### config.mk
export PLATFORM = sky130hd
export DESIGN_NAME = imem_loader_flat
export DESIGN_NICKNAME = d
export VERILOG_FILES = /design/src/rtl/imem_loader_if.sv /design/src/rtl/imem_loader.sv /design/src/flat_wrapper.sv
export SDC_FILE = /design/constraint.sdc
export NUM_CORES = 1
export LEC_CHECK = 0
export CAP_MARGIN = 15
export CORE_AREA = 2 2 109 111
export DETAILED_ROUTE_END_ITERATION = 10
export DIE_AREA = 0 0 111 113
export PLACE_DENSITY_LB_ADDON = 0.1
export SLEW_MARGIN = 20
export SYNTH_ARGS = -nofsm -noshare
export SYNTH_HDL_FRONTEND = slang
export SYNTH_SLANG_ARGS = --single-unit
### constraint.sdc
create_clock -name clk -period 8.6 [get_ports clk]
set_input_delay 2.15 -clock clk [delete_from_list [all_inputs] [get_ports clk]]
set_output_delay 2.15 -clock clk [all_outputs]
set_load 0.01 [all_outputs]
### src/rtl/imem_loader_if.sv
// Byte-stream intake and instruction-memory write port of the boot loader.
// The host drives the byte stream; the loader drives the memory write side.
interface imem_loader_if;
  logic        in_valid;
  logic [7:0]  in_data;
  logic        in_ready;
  logic        mem_we;
  logic [31:0] mem_waddr;
  logic [31:0] mem_wdata;

  modport master (
    output in_valid, in_data,
    input  in_ready, mem_we, mem_waddr, mem_wdata
  );

  modport slave (
    input  in_valid, in_data,
    output in_ready, mem_we, mem_waddr, mem_wdata
  );
endinterface

### src/rtl/imem_loader.sv
// Boot loader: parses a word-count header, then writes little-endian words to imem; holds the core in reset until done.
// Latency: mem_we one cycle after a word's 4th byte; done/cpu_reset release one cycle after the final write.
// Backpressure: in_ready decoded from state only; high in HDR/LOAD/ERR, low in FLUSH/DONE.
module imem_loader #(
  parameter int ADDR_WIDTH = 8
) (
  input  logic          clk,
  input  logic          reset,
  imem_loader_if.slave  bus,
  input  logic          reload,
  output logic          cpu_reset,
  output logic          done,
  output logic          err
);
  localparam int DEPTH = 1 << ADDR_WIDTH;

  typedef enum logic [2:0] {S_HDR, S_LOAD, S_FLUSH, S_DONE, S_ERR} state_t;

  state_t                state, state_nxt;
  logic [1:0]            byte_cnt, byte_cnt_nxt;
  logic [ADDR_WIDTH-1:0] word_idx, word_idx_nxt;
  logic [31:0]           n_words, n_words_nxt;
  logic [23:0]           word_buf, word_buf_nxt;
  logic                  mem_we_nxt;
  logic [31:0]           waddr_nxt, wdata_nxt;
  logic                  cpu_reset_nxt, done_nxt, err_nxt;
  logic                  accept;
  logic [31:0]           hdr_word;
  logic                  last_word;

  assign bus.in_ready = (state == S_HDR) || (state == S_LOAD) || (state == S_ERR);
  assign accept       = bus.in_valid && bus.in_ready;
  assign hdr_word     = {bus.in_data, n_words[31:8]};
  // word_idx never wraps: the final word is detected before incrementing.
  assign last_word    = (32'(word_idx) == (n_words - 32'd1));

  always_comb begin
    state_nxt     = state;
    byte_cnt_nxt  = byte_cnt;
    word_idx_nxt  = word_idx;
    n_words_nxt   = n_words;
    word_buf_nxt  = word_buf;
    mem_we_nxt    = 1'b0;
    waddr_nxt     = bus.mem_waddr;
    wdata_nxt     = bus.mem_wdata;
    cpu_reset_nxt = cpu_reset;
    done_nxt      = done;
    err_nxt       = err;

    case (state)
      S_HDR: begin
        if (accept) begin
          n_words_nxt  = hdr_word;
          byte_cnt_nxt = byte_cnt + 2'd1;
          if (byte_cnt == 2'd3) begin
            word_idx_nxt = '0;
            if (hdr_word > 32'(DEPTH)) begin
              state_nxt = S_ERR;
              err_nxt   = 1'b1;
            end else if (hdr_word == 32'd0) begin
              state_nxt = S_FLUSH;
            end else begin
              state_nxt = S_LOAD;
            end
          end
        end
      end
      S_LOAD: begin
        if (accept) begin
          byte_cnt_nxt = byte_cnt + 2'd1;
          word_buf_nxt = {bus.in_data, word_buf[23:8]};
          if (byte_cnt == 2'd3) begin
            mem_we_nxt = 1'b1;
            wdata_nxt  = {bus.in_data, word_buf};
            waddr_nxt  = 32'({word_idx, 2'b00});
            if (last_word) state_nxt = S_FLUSH;
            else           word_idx_nxt = word_idx + ADDR_WIDTH'(1);
          end
        end
      end
      S_FLUSH: begin
        state_nxt     = S_DONE;
        done_nxt      = 1'b1;
        cpu_reset_nxt = 1'b0;
      end
      S_DONE: begin
        if (reload) begin
          state_nxt     = S_HDR;
          cpu_reset_nxt = 1'b1;
          done_nxt      = 1'b0;
          byte_cnt_nxt  = 2'd0;
          word_idx_nxt  = '0;
          n_words_nxt   = 32'd0;
        end
      end
      S_ERR: begin
        state_nxt = S_ERR;
      end
      default: begin
        state_nxt = S_HDR;
      end
    endcase
  end

  always_ff @(posedge clk or posedge reset) begin
    if (reset) begin
      state         <= S_HDR;
      byte_cnt      <= 2'd0;
      word_idx      <= '0;
      n_words       <= 32'd0;
      word_buf      <= 24'd0;
      bus.mem_we    <= 1'b0;
      bus.mem_waddr <= 32'd0;
      bus.mem_wdata <= 32'd0;
      cpu_reset     <= 1'b1;
      done          <= 1'b0;
      err           <= 1'b0;
    end else begin
      state         <= state_nxt;
      byte_cnt      <= byte_cnt_nxt;
      word_idx      <= word_idx_nxt;
      n_words       <= n_words_nxt;
      word_buf      <= word_buf_nxt;
      bus.mem_we    <= mem_we_nxt;
      bus.mem_waddr <= waddr_nxt;
      bus.mem_wdata <= wdata_nxt;
      cpu_reset     <= cpu_reset_nxt;
      done          <= done_nxt;
      err           <= err_nxt;
    end
  end
endmodule

### src/flat_wrapper.sv
// flat-port wrapper written by rule: the top's interface ports become plain ports
module imem_loader_flat 
#(
  parameter int ADDR_WIDTH = 8
)
  (clk, reset, reload, cpu_reset, done, err, bus_in_valid, bus_in_data, bus_in_ready, bus_mem_we, bus_mem_waddr, bus_mem_wdata);
  imem_loader_if bus_i ();
  input  logic clk;
  input  logic reset;
  input  logic reload;
  output logic cpu_reset;
  output logic done;
  output logic err;
  input wire logic [$bits(bus_i.in_valid)-1:0] bus_in_valid;
  input wire logic [$bits(bus_i.in_data)-1:0] bus_in_data;
  output wire logic [$bits(bus_i.in_ready)-1:0] bus_in_ready;
  output wire logic [$bits(bus_i.mem_we)-1:0] bus_mem_we;
  output wire logic [$bits(bus_i.mem_waddr)-1:0] bus_mem_waddr;
  output wire logic [$bits(bus_i.mem_wdata)-1:0] bus_mem_wdata;
  assign bus_i.in_valid = bus_in_valid;
  assign bus_i.in_data = bus_in_data;
  assign bus_in_ready = bus_i.in_ready;
  assign bus_mem_we = bus_i.mem_we;
  assign bus_mem_waddr = bus_i.mem_waddr;
  assign bus_mem_wdata = bus_i.mem_wdata;
  imem_loader #(.ADDR_WIDTH(ADDR_WIDTH)) u_core (.clk(clk), .reset(reset), .bus(bus_i), .reload(reload), .cpu_reset(cpu_reset), .done(done), .err(err));
endmodule
### After elaboration in Yosys (flattened, before gate mapping)

Index checks and enable logic that the tools add are counted.

| word-level totals | value |
|---|---|
| bits in registers | 113 |
| input port bits | 12 |
| output and inout port bits | 69 |

| operators by class | value |
|---|---|
| magnitude comparators | 1 |
| $add $sub $neg | 3 |
| eq/ne operators | 14 |
| reductions and logical operators | 18 |
| muxes and demuxes | 29 |

Operator list:

| cell | count |
|---|---|
| $mux W32 | 2 |
| $pmux W32 S2 | 1 |
| $mux W8 | 6 |
| $eq A8 B32 Y1 | 1 |
| $gt A32 B9 Y1 const B | 1 |
| $logic_not A32 Y1 | 1 |
| $sub A32 B1 Y32 const B | 1 |
| $pmux W8 S3 | 1 |
| $mux W3 | 7 |
| $pmux W3 S5 | 1 |
| $reduce_and A3 Y1 | 3 |
| $add A8 B1 Y8 const B | 1 |
| $ne A2 B1 Y1 const B | 4 |
| $ne A2 B2 Y1 const B | 4 |
| $reduce_and A7 Y1 | 1 |
| $eq A3 B2 Y1 const B | 2 |
| $mux W2 | 3 |
| $reduce_and A6 Y1 | 1 |
| $reduce_bool A2 Y1 | 3 |
| $mux W1 | 5 |
| $pmux W1 S2 | 2 |
| $pmux W2 S2 | 1 |
| $reduce_and A2 Y1 | 2 |
| $reduce_and A4 Y1 | 1 |
| other kinds (9) | 10 |

### Depth between registers and ports, before layout

| logic depth | value |
|---|---|
| word-level depth | 6 |
| depth in mapped cells | 12 |
| mapped depth without buffers | 10 |

### Worst setup path after synthesis

Ideal clock, no wire load.

| path | value |
|---|---|
| path kind | in2reg |
| start point | input bus_in_data[1] |
| end point | register u_core.state[1] |
| buffers on the path | 0 |
| data required time | 8.534 ns |
| cell stages on the path | 7 |
| path slack | 4.855 ns |
| arrival time | 3.679 ns |
| cells stage by stage | nor4_1 nand2_1 or4_1 o31a_1 a2111oi_0 o21ai_0 nand2_1 |

| on the way | value |
|---|---|
| cells in the longest elaborated chain, start to end | 6 |
| elaborated cells on any way between the ends | 7 |

Ends and longest elaborated chain:

| element | line | RTL |
|---|---|---|
| from (decl) | flat_wrapper.sv:15 | `input wire logic [$bits(bus_i.in_data)-1:0] bus_in_data;` |
| parallel branches: the longest is 2 deep, another holds $gt A32 B9 Y1 | -- |  |
| $mux W3 * | imem_loader.sv:57 | `if (hdr_word > 32'(DEPTH)) begin` |
| $mux W3 * | imem_loader.sv:55 | `if (byte_cnt == 2'd3) begin` |
| $mux W3 * | imem_loader.sv:52 | `if (accept) begin` |
| $pmux W3 S5 * | imem_loader.sv:50 | `case (state)` |
| to (signal assigned) | imem_loader.sv:119 | `state <= state_nxt;` |
| to (decl) | imem_loader.sv:19 | `state_t state, state_nxt;` |

Every way passes the cells marked *. The select of a mux whose other input is x is not followed.
A chain may end at the register's enable or synchronous reset.

### Worst setup path after layout

| path | value |
|---|---|
| start point | input bus_in_valid |
| end point | register u_core.word_idx[4] |

| on the way | value |
|---|---|
| cells in the longest elaborated chain, start to end | 3 |
| elaborated cells on any way between the ends | 4 |

Ends and longest elaborated chain:

| element | line | RTL |
|---|---|---|
| from (decl) | flat_wrapper.sv:14 | `input wire logic [$bits(bus_i.in_valid)-1:0] bus_in_valid;` |
| $logic_and A1 B1 Y1 * | imem_loader.sv:32 | `assign accept = bus.in_valid && bus.in_ready;` |
| $ne A2 B1 Y1 (no source line) | -- |  |
| $reduce_and A7 Y1 (no source line) * | -- |  |
| to (signal assigned) | imem_loader.sv:121 | `word_idx <= word_idx_nxt;` |
| to (decl) | imem_loader.sv:21 | `logic [ADDR_WIDTH-1:0] word_idx, word_idx_nxt;` |

Mark *: on every way between the ends. The rest lies on a longest branch, timed or not.

==> metrics.md <==
| Metric | Value |
|---|---|
| Status | finished, final reports clean |
| Mapped Cells | 538 |
| Vias per inst | 5.54 |
| Core Rows | 39 |
| Vias in the first global route | 4,113 |
| CTS tree | built |
| Cell repeated most along the worst path | a21oi_1 |
| Worst slew pin tran | 0.911 ns |
| Peak VDD IR | 228 uV |
| Final Hold Fails | 0 |
| Prevailing post-synth register cell | dfrtp_1 |
| Initial antenna violation count | 0 |
| Synth Area in Adders | 0.673% |
| Worst Path Buf+Inv | 1 |
| CTS clock-pin slew for the worst setup and hold paths | around 0.05 ns |
| HP Class | flip-flop to flip-flop |
| WL final | 12,300 microns |
| Leakage | roughly 2.9 nW |
| Wire length per cell | 16.6 microns |
| Post-detail-place hpwl | between 8000 and 9000 microns |
| CP delay by family, top | compound AO/OA/AOI/OAI gates |
| Mux cell area share after synthesis | between 10% and 20% |
| Final Max Tran Viols | 0 |
| Synth Area in XOR/XNOR | 1.57% |
| Final core occ | 60.0% |
| Die W | 111 microns |
| Yosys Warn Count | 0 |
| 1st-pass router iterations | 4 |
| DRC | 0 |
| Total Neg Setup Slack | 0 ns |
| RSZ-0062 raised after global routing | false |
| Ports | 81 |
| Compound-Gate Fraction of Synth Area | 10.0% |
| Nets | 601 |
| Global-route wire length before repair | 21,300 microns |
| Arrival time worst endpoint | 4.41 ns |
| Post-Place Cells | 710 |
| Seq/Total Area, Yosys | 50.7% |
| Fin cells | 742 |
| Port Buffers | 56 |
| Post-CTS Repair Setup Buffers | 0 |
| Post-route ant nets | 0 |
| Skew-Pair Late Insertion Delay | 0.41 ns |
| CP max-delay cell | a211oi_1 |
| Max-Cap Viols | 0 |
| Achievable Freq | between 200 and 250 MHz |
| Num CTS Buffers | 17 |
| Largest net degree at the start of global routing | 76 |
| Most common cell after layout, fill and taps aside | dfrtp_1 |
| Worst rel slew slack | 39.3% |
| Total track usage | a little over a fifth |
| Initial Util | 49.5% |
| Worst Setup Start Kind | input port |
| Most frequent cells in the layout | dfrtp_1 (112), nand2_1 (77), mux2_2 (65), clkdlybuf4s50_1 (56), o21ai_0 (45) |
| Worst path max stage delay | 0.70 ns |
| Ratio of cells with drive above 1 in the final layout | 18.4% |
| Cell area after placement | 0.00614 sq mm |
| DIE AREA | 0.0125 sq mm |
| Fill cells | 955 |
| Hold_buf cts | 0 |
| WP depth | 8 |
| Setup crit end kind | flip-flop |
| Final period utilization | 47.5% |
| Worst hold path depth | 1 |
| Area Growth Syn to Fin | 21.3% |
| Worst R2R Path Depth | 8 |
| Worst-case hold slack | approximately 0.48 ns |
| Fin area | 0.00676 sq mm |
| #FFs+latches synth | 113 |
| Synth unique cells | 53 |
| Fraction of registers with async set/reset | 100% |
| Critical Path, Cell by Cell | clkdlybuf4s50_1, a21oi_1, a31oi_1, nor2_1, a211oi_1, nand4_1, or3_1, a21oi_1 |
| PD cells | 273 mW/mm^2 |
| Post-Route Skew | 0.00928 ns |
| Crit path kind | input port to flip-flop |
| PostCTS Resize Cnt | 0 |
| Final setup fails | 0 |
| CP max FO | 7 |
| Global route overflow | 0 |
| Longest Clk Path Bufs | 2 |
| CTS Sinks | 113 |
| H-tree Lvls | 4 |
| Core area | 0.0113 sq mm |
| Synth Area in Simple Gates | 17.6% |
| EDFF count, synth | 0 |
| RePlAce Congestion | ~0.86 |
| CTS Root Cell | clkbuf_16 |
| Worst Path Required | 8.93 ns |
| Vias | 4,113 |
| Initial DRC count | between 200 and 300 |
| Ant. Diodes | 0 |
| Mapped Area | 0.00558 sq mm |
| Largest family of logic cells by synthesized area | simple AND/OR/NAND/NOR gates |
| Chip height | 113 microns |
| Final min period | just over 4 ns |
| Avg Cell Area, Syn | between 10 and 15 sq um |
[layer usage]
metal / track usage [%] / up-vias / part of all wire [%]
li1: - / 1982 / -
met2: 32.9 / 132 / 47
met4: 7.25 / 0 / 1.7
met1: 28.9 / 1982 / 46
met3: 6.86 / 17 / 5.6
met5: 0 / - / 0
[synth_stat cells, drive strengths merged (2+ instances only)]
| cell type | count | area (sq um) |
|---|---|---|
| mux2 | 65 | 732 |
| nor2b | 5 | 31.3 |
| a311oi | 2 | 17.5 |
| o2111ai | 2 | 17.5 |
| or2 | 3 | 18.8 |
| a211oi | 4 | 30.0 |
| nor2 | 20 | 75.1 |
| o22ai | 2 | 12.5 |
| a21o | 4 | 30.0 |
| ha | 3 | 37.5 |
| a31oi | 4 | 25.0 |
| or4 | 8 | 60.1 |
| nor3b | 2 | 15.0 |
| nor3 | 10 | 50.1 |
| nand3 | 12 | 60.1 |
| or3 | 7 | 43.8 |
| o21a | 2 | 15.0 |
| a22o | 2 | 17.5 |
| and2 | 4 | 25.0 |
| nand2 | 78 | 293 |
| nand2b | 8 | 50.1 |
| xor2 | 4 | 35.0 |
| dfrtp | 112 | 2800 |
| o21ai | 47 | 235 |
| nor4 | 16 | 113 |
| o31ai | 3 | 22.5 |
| and3 | 3 | 23.8 |
| a21oi | 12 | 60.1 |
| o41ai | 2 | 17.5 |
| nand4 | 8 | 50.1 |
| a2111oi | 2 | 17.5 |
| nand4b | 3 | 26.3 |
| xnor2 | 6 | 52.6 |
| o211ai | 2 | 15.0 |
| clkbuf | 25 | 93.8 |
| buf | 29 | 218 |
| inv | 6 | 22.5 |
[state kept, by name, summed over array words and instances, names as in the netlist]
register              count
u_core.bus.mem_wdata     32
u_core.n_words           32
u_core.word_buf          24
u_core.bus.mem_waddr      8
u_core.word_idx           8
u_core.state              3
u_core.byte_cnt           2
u_core.bus.mem_we         1
u_core.cpu_reset          1
u_core.done               1
u_core.err                1
[cell type report]
type                    instances  area (sq um)  share of cell area (%)
repair buffers                 60           603                    8.92
flip-flops and latches        113          2830                    41.8
multi-input cells             388          2510                    37.2
inverters                       6          25.0                   0.370
clock buffers                  22           454                    6.71
clock inverters                10           159                    2.35
well taps                     143           179                    2.65
[logic make-up after synthesis]
family,count (synthesis)
DFF,113
muxes,66
and+or+nand+nor,192
adders and majority gates,3
other,1
xor gates and xnor gates,10
buffers and inverters,60
AOI/OAI and AO/OA,93
[final timing paths]
path / start / end / slack (ns)
max: bus_in_valid / u_core.word_idx[4] / 4.51
min: u_core.done / u_core.done / 0.48
max reg2reg: u_core.n_words[8] / u_core.state[0] / 5.50
min reg2reg: u_core.done / u_core.done / 0.48
max in group asynchronous: reset / u_core.bus.mem_wdata[28] / 5.18
min in group asynchronous: reset / u_core.n_words[12] / 2.13
[metrics by stage]
stage               power [W]  worst slack, ns
floorplan            0.000910             3.46
global placement      0.00112             4.18
detailed placement    0.00113             4.16
CTS                   0.00187             4.58
global route          0.00193             4.18
finish                0.00184             4.51
[report_power, final]
group	internal [W]	switching (W)	total [W]
Sequential	0.000645	0.0000749	0.000720
Combinational	0.000248	0.000150	0.000398
Clock	0.000490	0.000235	0.000726
[worst reg2reg max path: stages (launching register included)]
cell	delay [ns]
dfrtp_1	0.46
nor4_2	0.77
nand3_1	0.30
o41ai_1	0.40
o21ai_0	0.18
nor4_2	0.28
and3_4	0.33
o21ai_1	0.08
and3b_1	0.18
Power figures use the tool's default switching activity.
==> variant, RTL diff (config.mk and constraints unchanged) <==
Put one more register stage on the output `err`, cleared by the reset. The value now appears one clock later. The other outputs are not delayed to match.
--- a/src/rtl/imem_loader.sv
+++ b/src/rtl/imem_loader.sv
@@ -17,2 +17,4 @@
   typedef enum logic [2:0] {S_HDR, S_LOAD, S_FLUSH, S_DONE, S_ERR} state_t;
+
+  logic err_s0;
 
@@ -47,3 +49,3 @@
     done_nxt      = done;
-    err_nxt       = err;
+    err_nxt       = err_s0;
 
@@ -116,3 +118,3 @@
       done          <= 1'b0;
-      err           <= 1'b0;
+      err_s0        <= 1'b0;
     end else begin
@@ -128,5 +130,13 @@
       done          <= done_nxt;
-      err           <= err_nxt;
+      err_s0        <= err_nxt;
     end
   end
+  always_ff @(posedge clk or posedge reset) begin
+    if (reset) begin
+      err <= '0;
+    end else begin
+      err <= err_s0;
+    end
+  end
+
 endmodule
Formal check against the unedited RTL: not equivalent (a bounded check fails within 10 cycles, from zero or initial values and one cycle with reset high).
==> variant against the unedited design <==
- worst setup slack worse by 0.80 ns
- synthesized area up 0.65%
- total power up 3.4%
- non-clock buffer count down 2
- design area about the same
- critical path depth down 1
- clock skew down 0.0035 ns
- critical endpoint is now u_core.bus.mem_wdata[27]$_DFFE_PP0P_
- count of clock-buffer cells in the layout down 3
- worst hold slack worse by 0.085 ns
- core utilization about the same
- sequential cell count up 1
- wire length down 3.5%
- synthesized cell count down 2.6%
==> variant: results (changes against the unedited design) <==
Parameter                              Value

Synthesis
  Leading cell types by total area after synthesis ... sky130_fd_sc_hd__dfrtp_1, sky130_fd_sc_hd__mux2_2, sky130_fd_sc_hd__nand2_1
  Area fraction in compound gates after synthesis ... 0.09095 (-0.009342)
  Adder and majority cell fraction of the synthesized area ... 0.006687 (-0.00004351)
  Synth cell count leaders ... sky130_fd_sc_hd__dfrtp_1, sky130_fd_sc_hd__nand2_1, sky130_fd_sc_hd__mux2_2
  Post-Synth XOR/XNOR Area ... 0.01716 (+0.001459)
  Fraction of the yosys area taken by sequential cells ... 0.5085 (+0.001179)
  Count of unique library cells instantiated by Yosys ... 59 (+11%)
  Post-synthesis mux area share ... 0.1420 (+0.008948)

Setup path
  Critical-path maximum fanout ... 25 (+18)
  Worst-path cell with the longest stage delay ... sky130_fd_sc_hd__inv_1
  Top cell family by delay on the critical path ... buffers and inverters

Finish
  Fraction of final layout cells with drive strength greater than 1 ... 0.2065 (+0.02285)
  Number of filler instances in the final layout ... 928 (-2.8%)
  # nets final ... 588 (-2.2%)

STA
  Clock skew after layout ... 0.005827 ns (-0.003454 ns)

Placement
  Worst slack after detailed placement ... 3.192 ns (-0.9640 ns)
  Weighted congestion reported at the end of routability-driven placement ... 0.9120 (+5.6%)

Power and ir drop
  Peak supply drop ... 0.1961 mV (-14%)
  Static power due to leakage ... 0.002948 µW (+0.34%)
  Switching Share ... 0.2637 (+0.01396)
  Power share of the clock group ... 0.386 (-0.008)
  Power consumed by combinational cells ... 423 µW (+6.3%)

Global routing
  Global Route met1 Usage ... 0.2668 (-0.02253)
  Number of global-route vias before repair ... 3909 (-5.0%)
  Pin count of the biggest net entering global routing ... 66 (-13%)
  GRT met2 Usage ... 0.3092 (-0.02004)
  Global-route wire length before repair ... 19710 µm (-7.6%)
  Met3 track demand over resource ... 0.05196 (-0.01660)

Run status
  Run status ... finished clean

Detailed routing
  Routed Wire Length ... 11870 µm (-3.5%)
  Vias per cell ... 5.505 (-0.69%)
  Number of DRC markers in iteration 0 ... 241 (-8.0%)
==> variant: worst paths after layout <==
| kind | from | endpoint | slack, ns | cells after the start |
|---|---|---|---|---|
| max | bus_in_valid | u_core.bus.mem_wdata[27]$_DFFE_PP0P_ | 3.71 | 7 |
| min | u_core.err_s0$_DFFE_PP0P_ | u_core.err$_DFF_PP0_ | 0.39 | 0 |
| max reg2reg | u_core.n_words[0]$_DFFE_PP0P_ | u_core.word_idx[7]$_DFFE_PP0P_ | 4.84 | 10 |
| min reg2reg | u_core.err_s0$_DFFE_PP0P_ | u_core.err$_DFF_PP0_ | 0.39 | 0 |
| max in group asynchronous | reset | u_core.bus.mem_wdata[4]$_DFFE_PP0P_ | 5.18 | 3 |
| min in group asynchronous | reset | u_core.bus.mem_waddr[3]$_DFFE_PP0P_ | 2.17 | 2 |
==> variant: final cells by class <==
type	instances	area, µm²	share of cell area
inverter	12	47.55	0.007027
timing repair buffer	58	575.6	0.08506
multi-input combinational	370	2495	0.3687
clock inverter	13	182.7	0.02700
sequential	114	2854	0.4218
tap	143	178.9	0.02644
clock buffer	19	432.9	0.06398
==> variant: kinds of logic after synthesis <==
group           Yosys count
compound gates           81
xor+xnor                 11
fa+ha+maj                 3
buf+inv                  63
flops                   114
mux                      71
other cells               1
simple gates            180
==> variant: metal layers <==
layer	vias up	wire length, µm	part of all wire
met5	-	0	0
met4	0	231	0.019
met3	23	569	0.048
met2	114	5625	0.47
met1	1978	5443	0.46
li1	1898	-	-
==> variant: through the flow <==
step | std cells | power (µW) | area [µm²] | util
floorplan | 547 | 959.0 | 5699 | -
global placement | 697 | 1175 | 6148 | 0.5455
detailed placement | 697 | 1183 | 6148 | 0.5455
CTS | 729 | 1928 | 6764 | 0.6001
global route | 729 | 1996 | 6766 | 0.6003
finish | 729 | 1906 | 6766 | 0.6003
